--- config.mk ---
export PLATFORM = sky130hd
export DESIGN_NAME = frame_scan_ctrl
export DESIGN_NICKNAME = d
export VERILOG_FILES = /design/src/rtl/frame_scan_ctrl.sv
export SDC_FILE = /design/constraint.sdc
export NUM_CORES = 1
export LEC_CHECK = 0
export CAP_MARGIN = 5
export CORE_MARGIN = 1.5
export CORE_UTILIZATION = 30
export DETAILED_ROUTE_END_ITERATION = 7
export GPL_TIMING_DRIVEN = 0
export SLEW_MARGIN = 30
export SYNTH_ARGS = -nofsm -noshare
export SYNTH_HDL_FRONTEND = slang
export SYNTH_SLANG_ARGS = --single-unit
--- constraint.sdc ---
create_clock -name clk_in -period 2.8 [get_ports clk_in]
set_clock_uncertainty 0.1 [all_clocks]
set_input_delay 0.42 -clock clk_in [delete_from_list [all_inputs] [get_ports clk_in]]
set_output_delay 0.42 -clock clk_in [all_outputs]
set_load 0.05 [all_outputs]
--- src/rtl/frame_scan_ctrl.sv ---
// Frame buffer scan sequencer: fetches top/bottom pixel pairs from frame RAM,
// hands them to the display PHY, then blanks, latches and displays each row pair.
module frame_scan_ctrl #(
    parameter int NUM_ROWS       = 32,
    parameter int NUM_COLS       = 64,
    parameter int RAM_LATENCY    = 2,
    parameter int BLANK_CYCLES   = 4,
    parameter int DISPLAY_CYCLES = 256,
    parameter int ROW_ADDR_W     = $clog2(NUM_ROWS/2)
) (
    input  logic                  clk_in,
    input  logic                  reset_in,
    input  logic                  enable_in,
    output logic                  ram_en_out,
    output logic [15:0]           ram_addr_out,
    input  logic [23:0]           ram_data_in,
    output logic                  phy_enable_out,
    input  logic                  phy_ready_in,
    output logic [23:0]           pixel_top_out,
    output logic [23:0]           pixel_bot_out,
    output logic                  latch_enable_out,
    output logic                  output_enable_out,
    output logic [ROW_ADDR_W-1:0] addr_out,
    output logic                  busy_out,
    output logic                  frame_done_out
);
    localparam int HALF    = NUM_ROWS / 2;
    localparam int COL_W   = (NUM_COLS > 1) ? $clog2(NUM_COLS) : 1;
    localparam int DLY_MAX = (DISPLAY_CYCLES > BLANK_CYCLES) ?
                             ((DISPLAY_CYCLES > RAM_LATENCY) ? DISPLAY_CYCLES : RAM_LATENCY) :
                             ((BLANK_CYCLES > RAM_LATENCY) ? BLANK_CYCLES : RAM_LATENCY);
    localparam int DLY_W   = $clog2(DLY_MAX + 3);

    typedef enum logic [3:0] {
        IDLE, FETCH_TOP, WAIT_TOP, FETCH_BOT, WAIT_BOT, SEND, WAIT_PHY,
        BLANK, LATCH, UNBLANK, DISPLAY
    } state_t;

    state_t                 state;
    logic [COL_W-1:0]       col;
    logic [ROW_ADDR_W-1:0]  row;
    logic [DLY_W-1:0]       dly;

    function automatic logic [15:0] pix_addr(input int r, input int c);
        int a;
        a = r * NUM_COLS + c;
        return a[15:0];
    endfunction

    always_ff @(posedge clk_in) begin
        if (reset_in) begin
            state             <= IDLE;
            col               <= '0;
            row               <= '0;
            dly               <= '0;
            ram_en_out        <= 1'b0;
            ram_addr_out      <= '0;
            phy_enable_out    <= 1'b0;
            pixel_top_out     <= '0;
            pixel_bot_out     <= '0;
            latch_enable_out  <= 1'b0;
            output_enable_out <= 1'b1;
            addr_out          <= '0;
            busy_out          <= 1'b0;
            frame_done_out    <= 1'b0;
        end else begin
            // single-cycle strobes default low; set only on the edge entering their cycle
            ram_en_out       <= 1'b0;
            phy_enable_out   <= 1'b0;
            latch_enable_out <= 1'b0;
            frame_done_out   <= 1'b0;
            case (state)
                IDLE: if (enable_in) begin
                    state        <= FETCH_TOP;
                    busy_out     <= 1'b1;
                    col          <= '0;
                    row          <= '0;
                    ram_en_out   <= 1'b1;
                    ram_addr_out <= pix_addr(0, 0);
                end
                FETCH_TOP: begin
                    state <= WAIT_TOP;
                    dly   <= '0;
                end
                WAIT_TOP: if (dly == DLY_W'(RAM_LATENCY - 1)) begin
                    pixel_top_out <= ram_data_in;
                    state         <= FETCH_BOT;
                    ram_en_out    <= 1'b1;
                    ram_addr_out  <= pix_addr(int'(row) + HALF, int'(col));
                end else begin
                    dly <= dly + DLY_W'(1);
                end
                FETCH_BOT: begin
                    state <= WAIT_BOT;
                    dly   <= '0;
                end
                WAIT_BOT: if (dly == DLY_W'(RAM_LATENCY - 1)) begin
                    pixel_bot_out <= ram_data_in;
                    state         <= SEND;
                end else begin
                    dly <= dly + DLY_W'(1);
                end
                SEND: if (phy_ready_in) begin
                    phy_enable_out <= 1'b1;
                    state          <= WAIT_PHY;
                    dly            <= '0;
                end
                // ready is stale during the pulse cycle and the one after it
                WAIT_PHY: if (dly < DLY_W'(2)) begin
                    dly <= dly + DLY_W'(1);
                end else if (phy_ready_in) begin
                    dly <= '0;
                    if (col == COL_W'(NUM_COLS - 1)) begin
                        state <= BLANK;
                    end else begin
                        col          <= col + COL_W'(1);
                        state        <= FETCH_TOP;
                        ram_en_out   <= 1'b1;
                        ram_addr_out <= pix_addr(int'(row), int'(col) + 1);
                    end
                end
                BLANK: if (dly == DLY_W'(BLANK_CYCLES - 1)) begin
                    state            <= LATCH;
                    latch_enable_out <= 1'b1;
                    addr_out         <= row;
                end else begin
                    dly <= dly + DLY_W'(1);
                end
                LATCH: begin
                    state <= UNBLANK;
                    dly   <= '0;
                end
                UNBLANK: if (dly == DLY_W'(BLANK_CYCLES - 1)) begin
                    state             <= DISPLAY;
                    output_enable_out <= 1'b0;
                    dly               <= '0;
                end else begin
                    dly <= dly + DLY_W'(1);
                end
                DISPLAY: if (dly == DLY_W'(DISPLAY_CYCLES - 1)) begin
                    output_enable_out <= 1'b1;
                    col               <= '0;
                    dly               <= '0;
                    if (row == ROW_ADDR_W'(HALF - 1)) begin
                        row            <= '0;
                        frame_done_out <= 1'b1;
                        if (enable_in) begin
                            state        <= FETCH_TOP;
                            ram_en_out   <= 1'b1;
                            ram_addr_out <= pix_addr(0, 0);
                        end else begin
                            state    <= IDLE;
                            busy_out <= 1'b0;
                        end
                    end else begin
                        row          <= row + ROW_ADDR_W'(1);
                        state        <= FETCH_TOP;
                        ram_en_out   <= 1'b1;
                        ram_addr_out <= pix_addr(int'(row) + 1, 0);
                    end
                end else begin
                    dly <= dly + DLY_W'(1);
                end
                default: state <= IDLE;
            endcase
        end
    end
endmodule

Word level (Yosys, flattened, before mapping)
Cells that the tools add are included.
{"block": "totals", "regBits": 97, "latchBits": 0, "mem_bits_rw": 0, "mem_bits_ro": 0, "inputBits": 28, "output_inout_bits": 74, "word_cells": 134, "n_memories": 0}
{"block": "op_classes", "add_sub_neg": 8, "multipliers": 0, "n_div": 0, "n_lt_le_gt_ge": 1, "n_eq_ne": 29, "shift": 0, "mux": 57, "n_bitwise": 4, "reduce_logical": 21}
{"operator": "$mux 16", "n": 7}
{"operator": "$pmux 16 s4", "n": 1}
{"operator": "$pmux 9 s7", "n": 1}
{"operator": "$mux 9", "n": 6}
{"operator": "$mux 4", "n": 13}
{"operator": "$pmux 4 s11", "n": 1}
{"operator": "$mux 6", "n": 5}
{"operator": "$ne 2x2->1 const B", "n": 14}
{"operator": "$pmux 6 s3", "n": 1}
{"operator": "$mux 1", "n": 17}
{"operator": "$eq 4x3->1 const B", "n": 4}
{"operator": "$eq 4x4->1 const B", "n": 4}
{"operator": "$add 12x6->13", "n": 1}
{"operator": "$reduce_and 6->1", "n": 2}
{"operator": "$add 10x7->11", "n": 1}
{"operator": "$add 9x1->9 const B", "n": 1}
{"operator": "$eq 9x1->1 const B", "n": 1}
{"operator": "$eq 9x2->1 const B", "n": 1}
{"operator": "$eq 9x8->1 const B", "n": 1}
{"operator": "$lt 9x2->1 const B", "n": 1}
{"operator": "$reduce_and 3->1", "n": 3}
{"operator": "$reduce_and 9->1", "n": 1}
{"operator": "$eq 4x2->1 const B", "n": 2}
{"operator": "$pmux 4 s2", "n": 1}
{"operator": "20 further kinds", "n": 30}

Longest topological paths before layout
Gate-level depths: netlist of run 1.
{"block": "depth", "word_depth": 6, "mapped_depth": 11, "mapped_depth_nobuf": 10}

Least setup slack after synthesis of run 1
Ideal clock, no wire load.
{"block": "synth_timing", "path_type": "register to register", "start": "reg dly[1]", "end": "reg ram_addr_out[0]", "setup_time_ns": 0.122, "arrival_time_ns": 2.382, "t_required_ns": 2.578, "slack_ns": 0.196, "stages_incl_launch_ff": 12, "path_buffers": 1, "period_less_slack_ns": 2.604, "cell_sequence": "dfxtp_1 -> ha_1 -> nand3_1 -> nor2_1 -> nand3_1 -> inv_1 -> ha_1 -> nand2_1 -> a221oi_4 -> a31oi_2 -> buf_6 -> a221o_1"}
{"block": "synth_between", "elab_chain_cells": 3, "word_cells_on_any_way": 7}
{"element": "from (decl)", "line_no": "42", "rtl": "logic [DLY_W-1:0] dly;"}
{"element": "from (signal assigned)", "line_no": "91", "rtl": "dly <= dly + DLY_W'(1);"}
{"element": "from (signal assigned)", "line_no": "101", "rtl": "dly <= dly + DLY_W'(1);"}
{"element": "from (signal assigned)", "line_no": "110", "rtl": "dly <= dly + DLY_W'(1);"}
{"element": "$lt 9x2->1 (tied with other cells)", "line_no": "109", "rtl": "WAIT_PHY: if (dly < DLY_W'(2)) begin"}
{"element": "$ne 2x2->1 (no source line)"}
{"element": "$reduce_and 6->1 (no source line) *"}
{"element": "to (signal assigned)", "line_no": "119", "rtl": "ram_addr_out <= pix_addr(int'(row), int'(col) + 1);"}
{"element": "to (signal assigned)", "line_no": "150", "rtl": "ram_addr_out <= pix_addr(0, 0);"}
{"element": "to (signal assigned)", "line_no": "159", "rtl": "ram_addr_out <= pix_addr(int'(row) + 1, 0);"}
{"element": "to (decl)", "line_no": "15", "rtl": "output logic [15:0] ram_addr_out,"}
Every way passes the cells marked *; elsewhere a longest branch is shown, timed or not.
A chain may end at the register's enable or synchronous reset.

Worst setup path after layout of run 1
{"block": "layout_timing", "start": "reg state[2]", "end": "reg pixel_top_out[13]"}
{"block": "layout_between", "elab_chain_cells": 2}
{"element": "from (decl)", "line_no": "39", "rtl": "state_t state;"}
{"element": "from (signal assigned)", "line_no": "52", "rtl": "state <= IDLE;"}
{"element": "from (signal assigned)", "line_no": "74", "rtl": "state <= FETCH_TOP;"}
{"element": "from (signal assigned)", "line_no": "82", "rtl": "state <= WAIT_TOP;"}
{"element": "$eq 4x2->1", "line_no": "72", "rtl": "case (state)"}
{"element": "$reduce_and 2->1 (no source line)"}
{"element": "to (signal assigned)", "line_no": "86", "rtl": "pixel_top_out <= ram_data_in;"}
{"element": "to (decl)", "line_no": "19", "rtl": "output logic [23:0] pixel_top_out,"}
Every way passes these cells.

==> flow_summary.ini, run 1 <==
[synthesis]
synthDistinctLibCells = 78
synth_largest_area_cell = dfxtp_1
synth-seq-area-share_pct = 41.88
synth_seq_cells = 97
synthCells = 570
synth_most_common_cell = nand2_1
synthFlopType = dfxtp_1
synth_area_per_cell_um2 = 8.135
yosysTopAreaCellShare_pct = 41.88
synth_area_leaders = dfxtp_1, nand2_1, a21oi_1
syn_nets = 604
synth_edf_count = 0
synth_warnings = 0
netlist_top_cells_count = nand2_1, dfxtp_1, a21oi_1, nor2_1, clkbuf_1
async_flop_share_pct = 0
synth_area_um2 = 4637

[placement]
place_ws_ps = -326.0
gp_congestion = 0.9129
hpwl_um = 10590
place_area_um2 = 5873
dp.cells = 858
io_buffers = 100

[pwr]
comb_power_share_pct = 32.7
pwr-share-clk_pct = 32.9
sw_frac_of_total_pct = 35.83
total_power_mw = 4.490
ir_worst_vdd_mv = 0.3222
internal_power_mw = 2.881
power_switching_mw = 1.609
power.leakage_nw = 2.147
p_seq_share_pct = 34.4
power.density_nw_per_um2 = 714.3

[timing]
fmax_mhz = 377.1
worstMarginPinSlew_ps = 1034
slew_violations = 0
setup_ws_ps = 148.5
hold_violations = 0
period_needed_ps = 2652
setup_viol = 0
holdWs_ps = 351.6
setup_tns_ps = 0
fin_crit_sh_pct = 94.70
slew_headroom_pct = 30.53

[clock_network]
clock_sinks = 97
cts_tree = done
clk_pin_slew_ps = 70
numCtsBuffers = 9
cts_root_buffer = clkbuf_16
cts_buffer_depth = 2
h-tree-depth = 3
clk_latency_ps = 350
postCtsHoldBufs = 0

[cells_and_area]
areaGrowthSynthToFinish_pct = 35.56
fin_cells = 876
drive_above_1_share_pct = 9.012
regArea_um2 = 1944
final_cell_area_um2 = 6286
nets = 717
fillCellCount = 1503
num_antenna_cells = 0
utilization_pct = 41.50
multiInputGateArea_um2 = 2492

[global_routing]
grt_usage_pct = 17.60
grt_max_degree = 19
grt_overflow = 0
antenna_found_initial = 0
first_global_vias = 4334
grt_pass1_wl_um = 22660

[die]
fp.dieH_um = 127.3
rows = 45
start_util_pct = 30.62
ios = 102
die_w_um = 127.3
core_um2 = 15150
dieArea_um2 = 16210

[hold_path]
holdCritPathClass = reg -> reg
hp-start = pixel_bot_out[2]
whs_endpoint = pixel_bot_out[2]
min_delay_path_depth = 2

[setup_path]
crit_fanout = 10
rr_startpoint = state[2]
cp_num_buf_inv = 2
crit_chain = buf_2 -> nand2b_1 -> nor3_1 -> nand3_1 -> clkbuf_1 -> nand2_1 -> a21oi_1
reg2regPathDepth = 7
r2r_slack_ps = 150
slowest_stage = nor3_1
r2r_end = pixel_top_out[13]
crit_arrival_ps = 2770
path_delay_family = simple AND/OR/NAND/NOR gates
path_class = reg -> reg
critPathLaunchType = flip-flop
cp.required_ps = 2920
cp_slowest_stage_delay_ps = 790
endpoint_kind = flip-flop

[routing]
drtPass1Iterations = 4
drc_errors = 0
routed_wl_um = 14400
drt_iter0_drc = 395
wl_per_cell_um = 16.44
vias = 4586
postRouteAntennaNets = 0
viasPerCell = 5.235

[run_status]
status = complete, no violations

[job]
max_cap_violations = 0
-- timing repair --
action / 4_1_cts / 5_1_grt
pin swaps: 1 / 2
gates resized for setup: 6 / 2
setup buffers: 1 / 1
endpoints found under the setup margin: 15 / 9
-- final cells by class --
type                       count  area share (%)
inverter                      17           1.015
buffer                        38           2.727
tap                          188           3.742
multi-input combinational    418           39.65
clock buffer                   9           3.583
timing repair buffer         102           16.16
sequential                    97           30.93
clock inverter                 7           2.189
-- worst max path at each step --
stage	start	end	slack, ps	depth (start not counted)
floorplan	dly[1]	ram_addr_out[0]	200	11
global placement	dly[1]	ram_addr_out[2]	-280	11
detailed placement	dly[1]	ram_addr_out[3]	-330	11
CTS	dly[0]	ram_addr_out[3]	30	11
global route	dly[0]	ram_addr_out[3]	-20	11
finish	state[2]	pixel_top_out[13]	150	7
-- power by group through the flow --
| stage | clock, mW | combinational [mW] | sequential, mW |
|---|---|---|---|
| finish | 1.48 | 1.47 | 1.54 |
| CTS | 1.51 | 1.44 | 1.54 |
| floorplan | 0 | 0.842 | 1.72 |
| detailed placement | 0 | 1.41 | 1.57 |
| global route | 1.59 | 1.56 | 1.55 |
| global placement | 0 | 1.40 | 1.56 |
-- cells by family after synthesis --
| family | Yosys count | synth area share (%) |
|---|---|---|
| xor+xnor | 3 | 0.5668 |
| simple gates | 242 | 25.58 |
| fa+ha+maj | 6 | 1.619 |
| compound gates | 161 | 23.99 |
| mux | 6 | 1.295 |
| flops | 97 | 41.88 |
| buf+inv | 55 | 5.073 |
-- metal layers --
layer	track usage (%)	vias to the layer above	part of all wire, %
li1	-	2271	-
met1	23.16	2148	46
met2	27.57	151	45
met3	6.072	16	7.1
met4	4.545	0	1.3
met5	0	-	0
-- worst register-to-register path, delay by kind of cell (launching register included) --
kind,cells,cell delay [ps]
flops,1,300
compound gates,1,60
buf+inv,2,520
simple gates,4,1540
-- state kept, by name, summed over array words and instances (netlist names) --
| register | cells |
|---|---|
| state | 4 |
| row | 4 |
| output_enable_out | 1 |
| phy_enable_out | 1 |
| frame_done_out | 1 |
| latch_enable_out | 1 |
| ram_en_out | 1 |
| pixel_bot_out | 24 |
| pixel_top_out | 24 |
| col | 6 |
| ram_addr_out | 16 |
| addr_out | 4 |
| dly | 9 |
| busy_out | 1 |
-- layout by cell type, fill, tap and decap left out, types with 7 or more instances in the layout --
| master | n |
|---|---|
| nand2_1 | 131 |
| clkdlybuf4s50_1 | 100 |
| o21ai_0 | 17 |
| o32ai_1 | 7 |
| buf_2 | 11 |
| nand3_1 | 15 |
| inv_1 | 17 |
| clkbuf_16 | 9 |
| dfxtp_1 | 95 |
| nor2_1 | 27 |
| a21oi_1 | 65 |
| clkbuf_1 | 24 |
(Power assumes the default switching activity.)
==> run 2, diff against run 1 <==
Settings changed: DONT_BUFFER_PORTS set to 1.
==> flow_summary.ini, run 2 (synthesis results as in run 1) <==
[cells_and_area]
nets = 616
num_antenna_cells = 0
areaGrowthSynthToFinish_pct = 12.25
mostFrequentLayoutCell = nand2_1
top_regs = pixel_bot_out: 24 flops, pixel_top_out: 24 flops, ram_addr_out: 16 flops
drive_above_1_share_pct = 9.898
final_cell_mix = nand2_1, dfxtp_1, a21oi_1, nor2_1, clkbuf_1
fillCellCount = 1583

[timing]
period_needed_ps = 2611
rsz0062_at_grt = false
fin_crit_sh_pct = 93.27
worstMarginPinSlew_ps = 626.8
slew_headroom_pct = 58.21
slew_violations = 0
hold_violations = 0
setup_ws_ps = 188.6
fmax_mhz = 382.9
setup_viol = 0

[run_status]
status = complete, no violations

[clock_network]
numCtsBuffers = 9
cts_buffer_depth = 2
cts_root_buffer = clkbuf_16
cts_tree = done
clk_pin_slew_ps = 70
h-tree-depth = 3
postCtsHoldBufs = 0
clock_sinks = 97
clk_latency_ps = 350

[global_routing]
first_global_vias = 4043
grt_overflow = 0
grt_pass1_wl_um = 21310
antenna_found_initial = 0
grt_max_degree = 17
grt_usage_pct = 16.55

[placement]
io_buffers = 0
hpwl_um = 10070
place_ws_ps = -241.0
gp_congestion = 0.8923

[setup_path]
r2r_slack_ps = 190
critPathLaunchType = flip-flop
crit_arrival_ps = 2740
endpoint_kind = flip-flop
cp.required_ps = 2930
path_class = reg -> reg
crit_fanout = 10

[die]
die_w_um = 127.3
start_util_pct = 30.62
dieArea_um2 = 16210
ios = 102
fp.dieH_um = 127.3
core_um2 = 15150
rows = 45

[routing]
drt_iter0_drc = 482
wl_per_cell_um = 17.50
drtPass1Iterations = 5
drc_errors = 0
routed_wl_um = 13540
postRouteAntennaNets = 0
vias = 4332
viasPerCell = 5.597

[pwr]
p_seq_share_pct = 42.0
power.leakage_nw = 1.758
total_power_mw = 4.110
ir_worst_vdd_mv = 0.3090
power.density_nw_per_um2 = 789.6
power_switching_mw = 1.532
internal_power_mw = 2.577
pwr-share-clk_pct = 30.2
comb_power_share_pct = 27.8
sw_frac_of_total_pct = 37.29

[hold_path]
holdCritPathClass = in -> reg

[job]
max_cap_violations = 0
[run 2: final timing paths]
kind | start | endpoint | cells past startpoint
worst min register to register | dly[1] | dly[1] | 2
worst max-delay path | dly[0] | ram_addr_out[2] | 11
worst max register to register | dly[0] | ram_addr_out[2] | 11
worst min-delay path | ram_data_in[23] | pixel_bot_out[23] | 2
[run 2: routing by layer]
layer	up-vias	routed length (µm)	global-route usage, %
li1	2063	-	-
met1	2051	5850	22.00
met2	192	6142	25.18
met3	26	1256	5.151
met4	0	293	6.150
met5	-	0	0
[run 2: area by class of cell]
class / instances / area (µm²) / area share [%]
buffer: 38 / 171.4 / 3.293
sequential: 97 / 1944 / 37.36
timing repair buffer: 1 / 7.507 / 0.1442
clock buffer: 10 / 229.0 / 4.399
inverter: 17 / 63.81 / 1.226
multi-input combinational: 418 / 2490 / 47.84
tap: 188 / 235.2 / 4.519
clock inverter: 5 / 63.81 / 1.226
[run 2: worst max-delay path, stage by stage (launching register included)]
cell and delay (ps):
dfxtp_2 390, ha_4 180, nand3_1 150, nor2_1 170, nand3_1 120, inv_1 120, ha_4 180, nand2_1 110
a221oi_4 320, a31oi_2 150, buf_6 180, a221o_1 330
[run 2: through the flow]
stage / cells / setup TNS, ps / area, µm² / utilization [%] / hold slack (ps)
after global placement: 758 / -1470 / 4872 / 32.17 / 411.6
after floorplan: 570 / 0 / 4637 / - / 383.5
after global routing: 774 / 0 / 5205 / 34.37 / 101.5
after CTS: 774 / 0 / 5177 / 34.18 / 98.38
after detailed placement: 758 / -1536 / 4872 / 32.17 / 430.7
final: 774 / 0 / 5205 / 34.37 / 109.6
[run 2: power groups by stage]
stage | clock network (mW) | logic (mW) | registers [mW]
2_1_floorplan | 0 | 0.842 | 1.72
3_3_place_gp | 0 | 1.07 | 1.75
3_5_place_dp | 0 | 1.08 | 1.75
4_1_cts | 1.27 | 1.11 | 1.72
5_1_grt | 1.33 | 1.25 | 1.73
6_report | 1.24 | 1.14 | 1.73
[run 2: timing repair]
action,CTS,global route
gates resized for setup,2,4
setup endpoints to repair,11,15
pin swaps,1,0
buffers inserted,1,0
cloned,0,0
==> run 3, diff against run 2 <==
Settings changed: CAP_MARGIN 5 to 40, GPL_ROUTABILITY_DRIVEN set to 0, REMOVE_ABC_BUFFERS set to 1.
==> flow_summary.ini, run 3 (synthesis results as in run 1) <==
[run_status]
status = complete, no violations

[cells_and_area]
drive_above_1_share_pct = 10.31
utilization_pct = 33.74
mostFrequentLayoutCell = nand2_1
nets = 583
areaGrowthSynthToFinish_pct = 10.20
final_cell_mix = nand2_1, dfxtp_1, a21oi_1, nor2_1
num_antenna_cells = 0
top_regs = pixel_bot_out: 24 flops, pixel_top_out: 24 flops, ram_addr_out: 16 flops

[clock_network]
cts_buffer_depth = 2
cts_root_buffer = clkbuf_16
clk_pin_slew_ps = 70
h-tree-depth = 3
numCtsBuffers = 9
clk_latency_ps = 340
clock_sinks = 97
cts_tree = done

[pwr]
power.leakage_nw = 1.681
ir_worst_vdd_mv = 0.3104
total_power_mw = 3.987
power.density_nw_per_um2 = 780.2

[routing]
drtPass1Iterations = 5
drc_errors = 0
vias = 4124
drt_iter0_drc = 270
postRouteAntennaNets = 0
viasPerCell = 5.565
wl_per_cell_um = 16.59
routed_wl_um = 12290

[timing]
fin_crit_sh_pct = 96.30
rsz0062_at_grt = false
fmax_mhz = 370.9
hold_violations = 0
worstMarginPinSlew_ps = 704.3
period_needed_ps = 2697
setup_viol = 0
slew_violations = 0
holdWs_ps = 52.30
slew_headroom_pct = 52.99

[setup_path]
cp_slowest_stage_delay_ps = 430
path_depth = 10
r2r_slack_ps = 100
rr_startpoint = dly[0]
crit_chain = ha_4 -> nand3_1 -> nor2_1 -> nand3_1 -> inv_1 -> ha_4 -> nand2_1 -> a221oi_4 -> a31oi_4 -> a221o_2
cp_num_buf_inv = 1
cp.required_ps = 2930
reg2regPathDepth = 10
slowest_stage = a221o_2
path_delay_family = compound AO/OA/AOI/OAI gates
endpoint_kind = flip-flop
path_class = reg -> reg
crit_arrival_ps = 2830
crit_fanout = 11
critPathLaunchType = flip-flop
r2r_end = ram_addr_out[5]

[hold_path]
whs_endpoint = pixel_top_out[8]
holdCritPathClass = in -> reg
hp-start = reset_in
min_delay_path_depth = 1

[die]
core_um2 = 15150
start_util_pct = 30.62
dieArea_um2 = 16210
rows = 45
die_w_um = 127.3
ios = 102
fp.dieH_um = 127.3

[placement]
hpwl_um = 8527
io_buffers = 0

[global_routing]
grt_overflow = 0
grt_max_degree = 82
antenna_found_initial = 0
grt_usage_pct = 14.72
grt_pass1_wl_um = 19100
first_global_vias = 3792

[job]
max_cap_violations = 0
## run 3: layout make-up
class                   instances  area (µm²)
clock buffers                  10       239.0
well taps                     188       235.2
inverters                      17       63.81
multi-input cells             418        2524
flip-flops and latches         97        1948
repair buffers                  6       57.56
fillers                      1530       10040
clock inverters                 5       42.54
## run 3: how the worst max path moves through the flow
stage                       endpoint  startpoint
floorplan            ram_addr_out[5]      dly[1]
global placement     ram_addr_out[5]      dly[1]
detailed placement   ram_addr_out[5]      dly[1]
CTS                           dly[6]    state[2]
global route        ram_addr_out[10]      dly[0]
finish               ram_addr_out[5]      dly[0]
## run 3: timing repair
action | 4_1_cts | 5_1_grt
pin swaps | 1 | 2
endpoints found under the setup margin | 20 | 8
hold buffers | 0 | 0
gates resized for setup | 8 | 4
buffers inserted | 1 | 0
## run 3: power by group
group          internal [mW]  total (mW)  switching (mW)
logic                  0.402        1.07           0.663
registers               1.46        1.77           0.303
clock network          0.628        1.15           0.526
total                   2.49        3.99            1.49
## run 3: stage by stage
step	instance area [µm²]	setup WS [ps]	TNS (ps)	instances
floorplan	4466	179.7	0	532
global placement	4701	-352.4	-13010	720
detailed placement	4743	-446.0	-4255	723
CTS	5074	18.56	0	739
global route	5110	12.25	0	741
finish	5110	103.5	0	741
## run 3: per-layer routing
| layer | global-route usage, % | part of all wire (%) | vias to the layer above | routed length [µm] |
|---|---|---|---|---|
| li1 | - | - | 1996 | - |
| met1 | 18.32 | 42 | 1930 | 5208 |
| met2 | 23.75 | 47 | 180 | 5765 |
| met3 | 4.564 | 9.0 | 18 | 1111 |
| met4 | 5.816 | 1.7 | 0 | 206 |
| met5 | 0 | 0 | - | 0 |
